$ cat config.mk
export PLATFORM = sky130hd
export DESIGN_NAME = afifo_rd_drainer
export DESIGN_NICKNAME = d
export VERILOG_FILES = /design/src/rtl/AFIFO_Pkg.sv /design/src/rtl/afifo_skid_buf.sv /design/src/rtl/afifo_rd_drainer.sv
export SDC_FILE = /design/constraint.sdc
export NUM_CORES = 1
export LEC_CHECK = 0
export ABC_AREA = 1
export BUFFER_PORTS_ARGS = -buffer_cell sky130_fd_sc_hd__buf_2
export CAP_MARGIN = 40
export CORE_MARGIN = 10
export CORE_UTILIZATION = 50
export CTS_CLUSTER_SIZE = 14
export DETAILED_ROUTE_END_ITERATION = 8
export PLACE_DENSITY = 0.76
export SYNTH_ARGS = -nofsm -noshare
export SYNTH_HDL_FRONTEND = slang
export SYNTH_HIERARCHICAL = 1
export SYNTH_SLANG_ARGS = --single-unit
$ cat constraint.sdc
create_clock -name rd_clk -period 2.1 [get_ports rd_clk]
set_input_delay 0 -clock rd_clk [delete_from_list [all_inputs] [get_ports rd_clk]]
set_output_delay 0 -clock rd_clk [all_outputs]
set_load 0.1 [all_outputs]
$ cat src/rtl/AFIFO_Pkg.sv
// Shared types and constants for the asynchronous FIFO and its read-side drainer.
package AFIFO_Pkg;

    typedef enum logic [1:0] {IDLE, RUN, DONE} drain_state_e;

    localparam int unsigned DRAIN_BUF_DEPTH = 2;

endpackage

$ cat src/rtl/afifo_skid_buf.sv
// Two-entry register buffer: words pushed at the tail are re-presented from the head as a
// valid/ready stream; head and data stay stable while the consumer stalls.
module afifo_skid_buf
    import AFIFO_Pkg::*;
#(
    parameter int unsigned DSIZE = 8
) (
    input  logic             clk,
    input  logic             rst,
    input  logic             push,
    input  logic [DSIZE-1:0] data_in,
    output logic             valid,
    output logic [DSIZE-1:0] data,
    input  logic             ready,
    output logic [1:0]       cnt
);

    localparam logic [1:0] FULL = 2'(DRAIN_BUF_DEPTH);

    logic [DSIZE-1:0] head_q, head_d;
    logic [DSIZE-1:0] tail_q, tail_d;
    logic [1:0]       cnt_q, cnt_d;
    logic             pop;

    assign valid = (cnt_q != 2'd0);
    assign data  = head_q;
    assign cnt   = cnt_q;
    assign pop   = valid & ready;

    always_comb begin
        head_d = head_q;
        tail_d = tail_q;
        cnt_d  = cnt_q;
        case ({push, pop})
            2'b10: begin
                if (cnt_q == 2'd0) head_d = data_in;
                else               tail_d = data_in;
                cnt_d = cnt_q + 2'd1;
            end
            2'b01: begin
                head_d = tail_q;
                cnt_d  = cnt_q - 2'd1;
            end
            2'b11: begin
                // Simultaneous push and pop: occupancy unchanged, queue shifts by one.
                if (cnt_q == FULL) begin
                    head_d = tail_q;
                    tail_d = data_in;
                end else begin
                    head_d = data_in;
                end
            end
            default: ;
        endcase
    end

    always_ff @(posedge clk or posedge rst) begin
        if (rst) begin
            head_q <= '0;
            tail_q <= '0;
            cnt_q  <= 2'd0;
        end else begin
            head_q <= head_d;
            tail_q <= tail_d;
            cnt_q  <= cnt_d;
        end
    end

endmodule

$ cat src/rtl/afifo_rd_drainer.sv
// Read-domain consumer of the async FIFO: pops words into a 2-entry buffer and streams them
// out, draining a fixed count or running continuously until aborted.
module afifo_rd_drainer
    import AFIFO_Pkg::*;
#(
    parameter int unsigned DSIZE = 8,
    parameter int unsigned CSIZE = 8
) (
    input  logic             rd_clk,
    input  logic             rd_rst,
    input  logic [DSIZE-1:0] rd_data,
    input  logic             rd_empty,
    output logic             rd_inc,
    input  logic             start,
    input  logic [CSIZE-1:0] len,
    input  logic             abort,
    output logic [DSIZE-1:0] m_data,
    output logic             m_valid,
    input  logic             m_ready,
    output logic             busy,
    output logic             done,
    output logic [CSIZE-1:0] words_out
);

    localparam logic [1:0] FULL = 2'(DRAIN_BUF_DEPTH);

    drain_state_e     state_q, state_d;
    logic [CSIZE-1:0] len_q, issued_q, words_q;
    logic             abort_q;
    logic [1:0]       buf_cnt;
    logic             hs, len_left, drained, finished;

    afifo_skid_buf #(
        .DSIZE(DSIZE)
    ) u_buf (
        .clk    (rd_clk),
        .rst    (rd_rst),
        .push   (rd_inc),
        .data_in(rd_data),
        .valid  (m_valid),
        .data   (m_data),
        .ready  (m_ready),
        .cnt    (buf_cnt)
    );

    assign hs        = m_valid & m_ready;
    assign len_left  = (len_q == '0) | (issued_q != len_q);
    assign rd_inc    = (state_q == RUN) & ~rd_empty & (buf_cnt < FULL) & ~abort_q & len_left;
    // Looks one edge ahead so DONE follows the last handshake directly.
    assign drained   = ~rd_inc & ((buf_cnt == 2'd0) | ((buf_cnt == 2'd1) & hs));
    assign finished  = ((len_q != '0) & (issued_q == len_q)) | abort_q;
    assign words_out = words_q;

    always_ff @(posedge rd_clk or posedge rd_rst) begin
        if (rd_rst) state_q <= IDLE;
        else        state_q <= state_d;
    end

    always_comb begin
        state_d = state_q;
        case (state_q)
            IDLE:    if (start) state_d = RUN;
            RUN:     if (drained && finished) state_d = DONE;
            DONE:    state_d = IDLE;
            default: state_d = IDLE;
        endcase
    end

    always_comb begin
        busy = (state_q != IDLE);
        done = (state_q == DONE);
    end

    always_ff @(posedge rd_clk or posedge rd_rst) begin
        if (rd_rst) begin
            len_q    <= '0;
            issued_q <= '0;
            words_q  <= '0;
            abort_q  <= 1'b0;
        end else begin
            if ((state_q == IDLE) && start) begin
                len_q    <= len;
                issued_q <= '0;
                words_q  <= '0;
            end else begin
                if (rd_inc) issued_q <= issued_q + CSIZE'(1);
                if (hs)     words_q  <= words_q + CSIZE'(1);
            end
            if ((state_q == RUN) && abort) abort_q <= 1'b1;
            else if (state_q == DONE)      abort_q <= 1'b0;
        end
    end

endmodule

==> out/results.tsv, run 1 <==
stage	metric	value	unit
run_status	status	finished, final reports clean	
setup_path	Crit path largest cell delay	440	ps
floorplanning	DIE AREA	8200	µm²
timing	Final min period	1980	ps
timing	Max transition margin	0.550	
synth	post-synth top area cell	dfrtp_1	
synth	Mapped Area	2490	µm²
setup_path	RR Startpoint	len_q[7]$_DFFE_PP0P_	
floorplanning	I/O pin count	42	
setup_path	slowest CP cell	dfrtp_1	
global_route	largest net degree at the start of global routing	28	
min_path	hold endpoint	state_q[0]$_DFFE_PP0P_	
pwr	Int Power	2.00	mW
timing	final setup fails	0	
route	DRC viols	0	
timing	Setup Skew	6.88	ps
pwr	Leakage	1.71	nW
min_path	worst hold start	start	
pwr	Pwr Total	4.40	mW
finish	NumNets Final	416	
synth	Mapped Cells	317	
timing	Hold Vio Cnt, Final	0	
placement	dpl cells	427	
setup_path	Crit Path Class	reg2reg	
route	total number of vias	2235	
timing	fin. max-slew vios	0	
pwr	sequential cell fraction of total power	0.323	
synth	#FFs+latches synth	45	
timing	Max Clock Freq	0.506	GHz
finish	area of the multi-input gates	1180	µm²
setup_path	Top cell by count, worst path	nand3_4	
clocking	Worst-Skew Late Latency	300	ps
pwr	Net Sw Frac	0.545	
min_path	Hold WC Path Type	in2reg	
setup_path	critical path endpoint category	flop	
synth	Synth top area share	0.453	
global_route	initial antenna violation count	0	
setup_path	r2r setup slk	120	ps
synth	Mapped Nets	344	
route	drt pass-1 iters	4	
global_route	first-pass GRT wire length	10200	µm
floorplanning	core area	4790	µm²
pwr	Logic pwr share	0.552	
clocking	Clock Sink Count	45	
placement	I/O Buffers	41	
synth	post-synthesis sequential area ratio	0.453	
setup_path	RR Endpoint	u_buf/tail_q[5]$_DFFE_PP0P_	
finish	Seq. cell area	1130	µm²
clocking	H-tree level count	2	
clocking	cts bufs inserted	5	
min_path	Hold Path Cell Cnt	3	
route	vias per inst	4.90	
finish	layout cells sized above 1	0.221	
floorplanning	number of cell rows	25	
global_route	Tot GR Track Use	0.148	
clocking	CTS tree	built	
placement	GPL Wtd Cong	0.888	
setup_path	Crit Path Max Fanout	11	
synth	yosys warns	6	
pwr	switching pwr	2.40	mW
pwr	VDD IR max	0.941	mV
clocking	Bufs on Longest Clock Path	2	
global_route	vias in the first global route	2219	
placement	Place WS	109	ps
synth	synth unique cells	29	
run	# Max-Cap Violations	0	
clocking	Reg clk slew, reported paths	80	ps
route	Routed Antenna Nets	0	
floorplanning	starting density of the core	0.520	
floorplanning	Die Height	90.5	µm
timing	Final WS setup	122	ps
pwr	Cell Pwr Density	1400	nW/µm²
global_route	GR Overflow Total	0	
setup_path	crit path launch type	flop	
synth	Syn Area/Cell	7.85	µm²
route	DR iter-0 viols	166	
setup_path	Critical Path, Cell by Cell	nor2_1 -> nand4_1 -> nand3_4 -> nand2_4 -> inv_12 -> ha_2 -> nand3_4 -> buf_12 -> buf_4 -> nand3_1 -> nand2_1	
floorplanning	Die W	90.5	µm
setup_path	Required @ worst endpoint	2290	ps
route	Routed Wire Length	5860	µm
finish	Layout area overhead	25.8	%
finish	Non-Filler Instances	456	
clocking	Root Driver	clkbuf_8	
pwr	Clk pwr share	0.125	
setup_path	r2r worst-path depth	11	
finish	final core utilization	0.654	
route	DR WL/cell	12.9	µm
finish	Antenna diodes	0	
timing	actual slew at the worst max-slew pin	674	ps
placement	DP Wirelength	4070	µm
finish	fill count	398	
timing	crit share post-route	0.942	
setup_path	arrival time worst endpoint	2170	ps
synth	synth top area cells	dfrtp_1 45%, nand2_1 19%, nand3_1 5.6%, inv_1 5.3%, ha_1 2.5%	
cell type report:
| cell class | instances | share of cell area |
|---|---|---|
| Multi-Input combinational cell | 226 | 0.377 |
| Inverter | 41 | 0.0544 |
| Timing Repair Buffer | 70 | 0.154 |
| Clock buffer | 7 | 0.0276 |
| Sequential cell | 45 | 0.361 |
| Tap cell | 67 | 0.0268 |
worst max-delay path, delay by kind of cell, from the launching register on:
kind	cells	cell delay (ps)
flip-flops	1	440
AND/OR/NAND/NOR	7	810
adder cells (fa/ha/maj)	1	210
buffers and inverters	3	390
through the flow:
step,TNS (ps),hold WS (ps),cell area [µm²]
CTS,0,35.4,3070
global route,-97.4,81.4,3130
global placement,0,91.8,2810
finish,0,36.5,3130
floorplan,0,-61.5,2500
detailed placement,0,93.5,2810
kinds of logic after synthesis:
group | synth area share
compound gates | 0.0418
flops | 0.453
fa+ha+maj | 0.0252
simple gates | 0.363
xor+xnor | 0.0382
buf+inv | 0.0790
timing repair:
| item | in CTS | in global routing |
|---|---|---|
| buffers inserted | 0 | 4 |
| setup endpoints to repair | 0 | 8 |
| resized for setup | 0 | 4 |
| endpoints found under the hold margin | 62 | 0 |
| hold buffers | 18 | 0 |
flip-flops by register name, indices dropped and copies added, names as in the netlist:
signal        count
abort_q           1
issued_q          8
len_q             8
state_q           2
u_buf/cnt         2
u_buf/data        8
u_buf/tail_q      8
words_out         8
cells in the final DEF (no fill, tap or decap):
master         Yosys  routed
inv_1             35      35
o21bai_1           1       1
clkbuf_8           0       6
nand4_1            9       9
dfrtp_1           45      43
ha_1               5       3
a21oi_1            6       6
buf_4              0      10
nor4_4             1       1
nor3_2             1       1
nor3_1             3       3
clkinv_2           0       1
buf_2              2      41
inv_4              1       1
xnor2_2            1       2
nand2_4            5       5
ha_2               0       2
buf_12             0       1
dlygate4sd3_1      0      18
dfrtp_2            0       2
o21ai_0           10      10
inv_12             0       1
clkbuf_1           0       1
inv_2              4       3
nand2_2            2       3
nor2_4             1       1
nand3_1           28      28
xnor2_1            3       2
nand3_4            3       3
nor2_2             1       1
o21ai_4            1       1
xor2_1             6       6
nand2_1          124     123
nor2_1            15      15
per-layer routing:
metal / up-vias / wire, µm / global-route usage
met5: - / 0 / 0
met4: 0 / 126 / 0.0531
met3: 13 / 287 / 0.0441
met2: 59 / 2870 / 0.243
met1: 1024 / 2570 / 0.178
li1: 1139 / - / -
cells in the mapped netlist:
master and count:
nor2_1 15, buf_8 1, nand3_1 28, nand2_2 2
o21ai_4 1, inv_2 4, nand2_4 5, xnor2_1 3
nor3_1 3, buf_6 1, xnor2_2 1, nand2_1 124
nand4_1 9, inv_4 1, nor3_2 1, nor2_2 1
o21ai_0 10, ha_1 5, a21oi_1 6, clkinv_1 1
buf_1 1, inv_1 35, buf_2 2, xor2_1 6
o21bai_1 1, nand3_4 3, dfrtp_1 45, nor4_4 1
nor2_4 1
power by group through the flow:
stage | clock, mW | sequential [mW] | combinational [mW]
after floorplan | 0 | 2.19 | 1.16
after global placement | 0 | 1.43 | 2.34
after detailed placement | 0 | 1.43 | 2.37
after CTS | 0.562 | 1.42 | 2.40
after global routing | 0.600 | 1.46 | 2.64
final | 0.550 | 1.42 | 2.43
worst max path at each step:
stage                        startpoint                     endpoint  slack, ps  cells past startpoint
5_1_grt         issued_q[2]$_DFFE_PP0P_    u_buf/data[7]$_DFFE_PP0P_        -40                     13
2_1_floorplan  u_buf/cnt[1]$_DFFE_PP0P_    u_buf/data[4]$_DFFE_PP0P_          2                     10
3_3_place_gp    issued_q[4]$_DFFE_PP0P_    u_buf/data[0]$_DFFE_PP0P_        160                     15
4_1_cts         issued_q[2]$_DFFE_PP0P_    u_buf/data[0]$_DFFE_PP0P_         90                     13
6_report           len_q[7]$_DFFE_PP0P_  u_buf/tail_q[5]$_DFFE_PP0P_        120                     11
3_5_place_dp    issued_q[2]$_DFFE_PP0P_    u_buf/data[0]$_DFFE_PP0P_        110                     13
Note: power is estimated with default switching activity, not from simulation.
==> run 2, diff against run 1 <==
- PLACE_DENSITY: 0.76 -> 0.75
==> out/results.tsv, run 2 (same netlist as run 1, synthesis figures left out) <==
stage	metric	value	unit
run_status	status	finished, final reports clean	
setup_path	Critical Path, Cell by Cell	inv_1 -> nand2_1 -> nand2_1 -> nand2_1 -> nor2_2 -> nand3_4 -> nand2_4 -> inv_12 -> clkinv_2 -> ha_2 -> a21oi_1 -> nand2_1 -> xor2_1	
run	# Max-Cap Violations	0	
placement	DP Wirelength	4080	µm
timing	Max Clock Freq	0.519	GHz
timing	final setup fails	0	
global_route	Tot GR Track Use	0.142	
placement	GPL Wtd Cong	0.887	
route	total number of vias	2226	
pwr	VDD IR max	1.06	mV
global_route	largest net degree at the start of global routing	28	
setup_path	Top cell by count, worst path	nand2_1	
clocking	cts bufs inserted	5	
setup_path	critical path depth	13	
setup_path	r2r worst-path depth	13	
global_route	initial antenna violation count	0	
floorplanning	core area	4790	µm²
setup_path	Worst setup endpoint	u_buf/cnt[1]$_DFFE_PP0P_	
clocking	Root Driver	clkbuf_8	
setup_path	Top delay family on crit path	simple AND/OR/NAND/NOR gates	
timing	final hold slack	46.5	ps
setup_path	critical path endpoint category	flop	
route	DR iter-0 viols	113	
clocking	CTS tree	built	
placement	dpl cells	428	
floorplanning	DIE AREA	8200	µm²
setup_path	slowest CP cell	dfrtp_1	
setup_path	Crit Path Class	reg2reg	
floorplanning	I/O pin count	42	
setup_path	RR Startpoint	issued_q[4]$_DFFE_PP0P_	
setup_path	CP startpoint	issued_q[4]$_DFFE_PP0P_	
timing	Hold Vio Cnt, Final	0	
route	DRC viols	0	
finish	Seq. cell area	1130	µm²
timing	Fin Setup TNS	0	ps
timing	actual slew at the worst max-slew pin	716	ps
floorplanning	number of cell rows	25	
setup_path	Crit path largest cell delay	440	ps
floorplanning	Die W	90.5	µm
setup_path	Crit Path Max Fanout	5	
timing	Setup Skew	7.19	ps
timing	Final min period	1930	ps
clocking	Reg clk slew, reported paths	90	ps
global_route	vias in the first global route	2176	
setup_path	Critical path buffers and inverters	3	
finish	commonest non-fill, non-tap cell in the layout	nand2_1	
global_route	GR Overflow Total	0	
finish	Antenna diodes	0	
setup_path	Required @ worst endpoint	2280	ps
setup_path	arrival time worst endpoint	2110	ps
timing	fin. max-slew vios	0	
route	drt pass-1 iters	4	
timing	Max transition margin	0.522	
clocking	Bufs on Longest Clock Path	2	
finish	design area	3140	µm²
pwr	Leakage	1.72	nW
route	Routed Wire Length	5750	µm
placement	I/O Buffers	41	
timing	crit share post-route	0.917	
finish	layout cells sized above 1	0.221	
min_path	worst hold start	start	
finish	most frequent cells in the layout	123 x nand2_1, 44 x dfrtp_1, 41 x buf_2	
route	Routed Antenna Nets	0	
clocking	Clock Sink Count	45	
setup_path	RR Endpoint	u_buf/cnt[1]$_DFFE_PP0P_	
setup_path	crit path launch type	flop	
finish	Layout area overhead	26.1	%
clocking	H-tree level count	2	
finish	area of the multi-input gates	1170	µm²
setup_path	r2r setup slk	170	ps
finish	Non-Filler Instances	457	
placement	Post-DP Area	2810	µm²
floorplanning	starting density of the core	0.520	
global_route	first-pass GRT wire length	9920	µm
min_path	Hold WC Path Type	in2reg	
finish	NumNets Final	416	
finish	fill count	398	
floorplanning	Die Height	90.5	µm
clocking	Worst-Skew Late Latency	300	ps
route	DR WL/cell	12.6	µm
timing	RSZ-0062 raised after global routing	false	
route	vias per inst	4.87	
pwr	Cell Pwr Density	1400	nW/µm²
run 2: cell count changes in the layout (fill, tap and decap cells not counted):
cell / delta
xnor2_1: +1
dfrtp_2: -1
xnor2_2: -1
clkinv_2: +1
clkbuf_8: +1
clkbuf_1: -1
dfrtp_1: +1
run 2: worst min-delay path, stage by stage:
cell     delay [ps]
buf_2            80
nand2_2         130
nand2_1         100
run 2: worst min path at each step:
stage,depth (start not counted),end,slack (ps)
3_5_place_dp,3,issued_q[3]$_DFFE_PP0P_,100
4_1_cts,3,state_q[0]$_DFFE_PP0P_,40
3_3_place_gp,3,issued_q[3]$_DFFE_PP0P_,90
2_1_floorplan,1,u_buf/cnt[0]$_DFFE_PP0P_,-60
6_report,3,state_q[0]$_DFFE_PP0P_,50
5_1_grt,3,state_q[0]$_DFFE_PP0P_,80
run 2: routing by layer:
layer  vias up  share of wire  global-route usage
li1       1138              -                   -
met1      1019           0.45               0.181
met2        63           0.48               0.228
met3         6          0.055              0.0366
met4         0          0.011              0.0477
met5         -              0                   0
run 2: area by class of cell:
cell class | count | area share
clock inverters | 1 | 0.00160
multi-input cells | 226 | 0.374
flip-flops and latches | 45 | 0.360
inverters | 41 | 0.0543
well taps | 67 | 0.0267
repair buffers | 70 | 0.153
clock buffers | 7 | 0.0307
run 2: repair_timing:
item,in CTS,in global routing
gates resized for setup,0,2
endpoints found under the hold margin,62,0
setup endpoints to repair,0,8
hold buffers,18,0
setup buffers,0,3
run 2: where the power goes:
group	total, mW	leakage, nW	internal (mW)	switching (mW)
clock	0.588	0.0542	0.298	0.290
sequential	1.43	0.583	1.18	0.249
combinational	2.39	1.08	0.545	1.84
run 2: metrics by stage:
step,power [mW],setup WS [ps],util
after floorplan,3.35,2.12,-
after global placement,3.77,170,0.588
after detailed placement,3.79,125,0.588
after CTS,4.41,110,0.647
after global routing,4.71,10.6,0.655
final,4.40,174,0.655
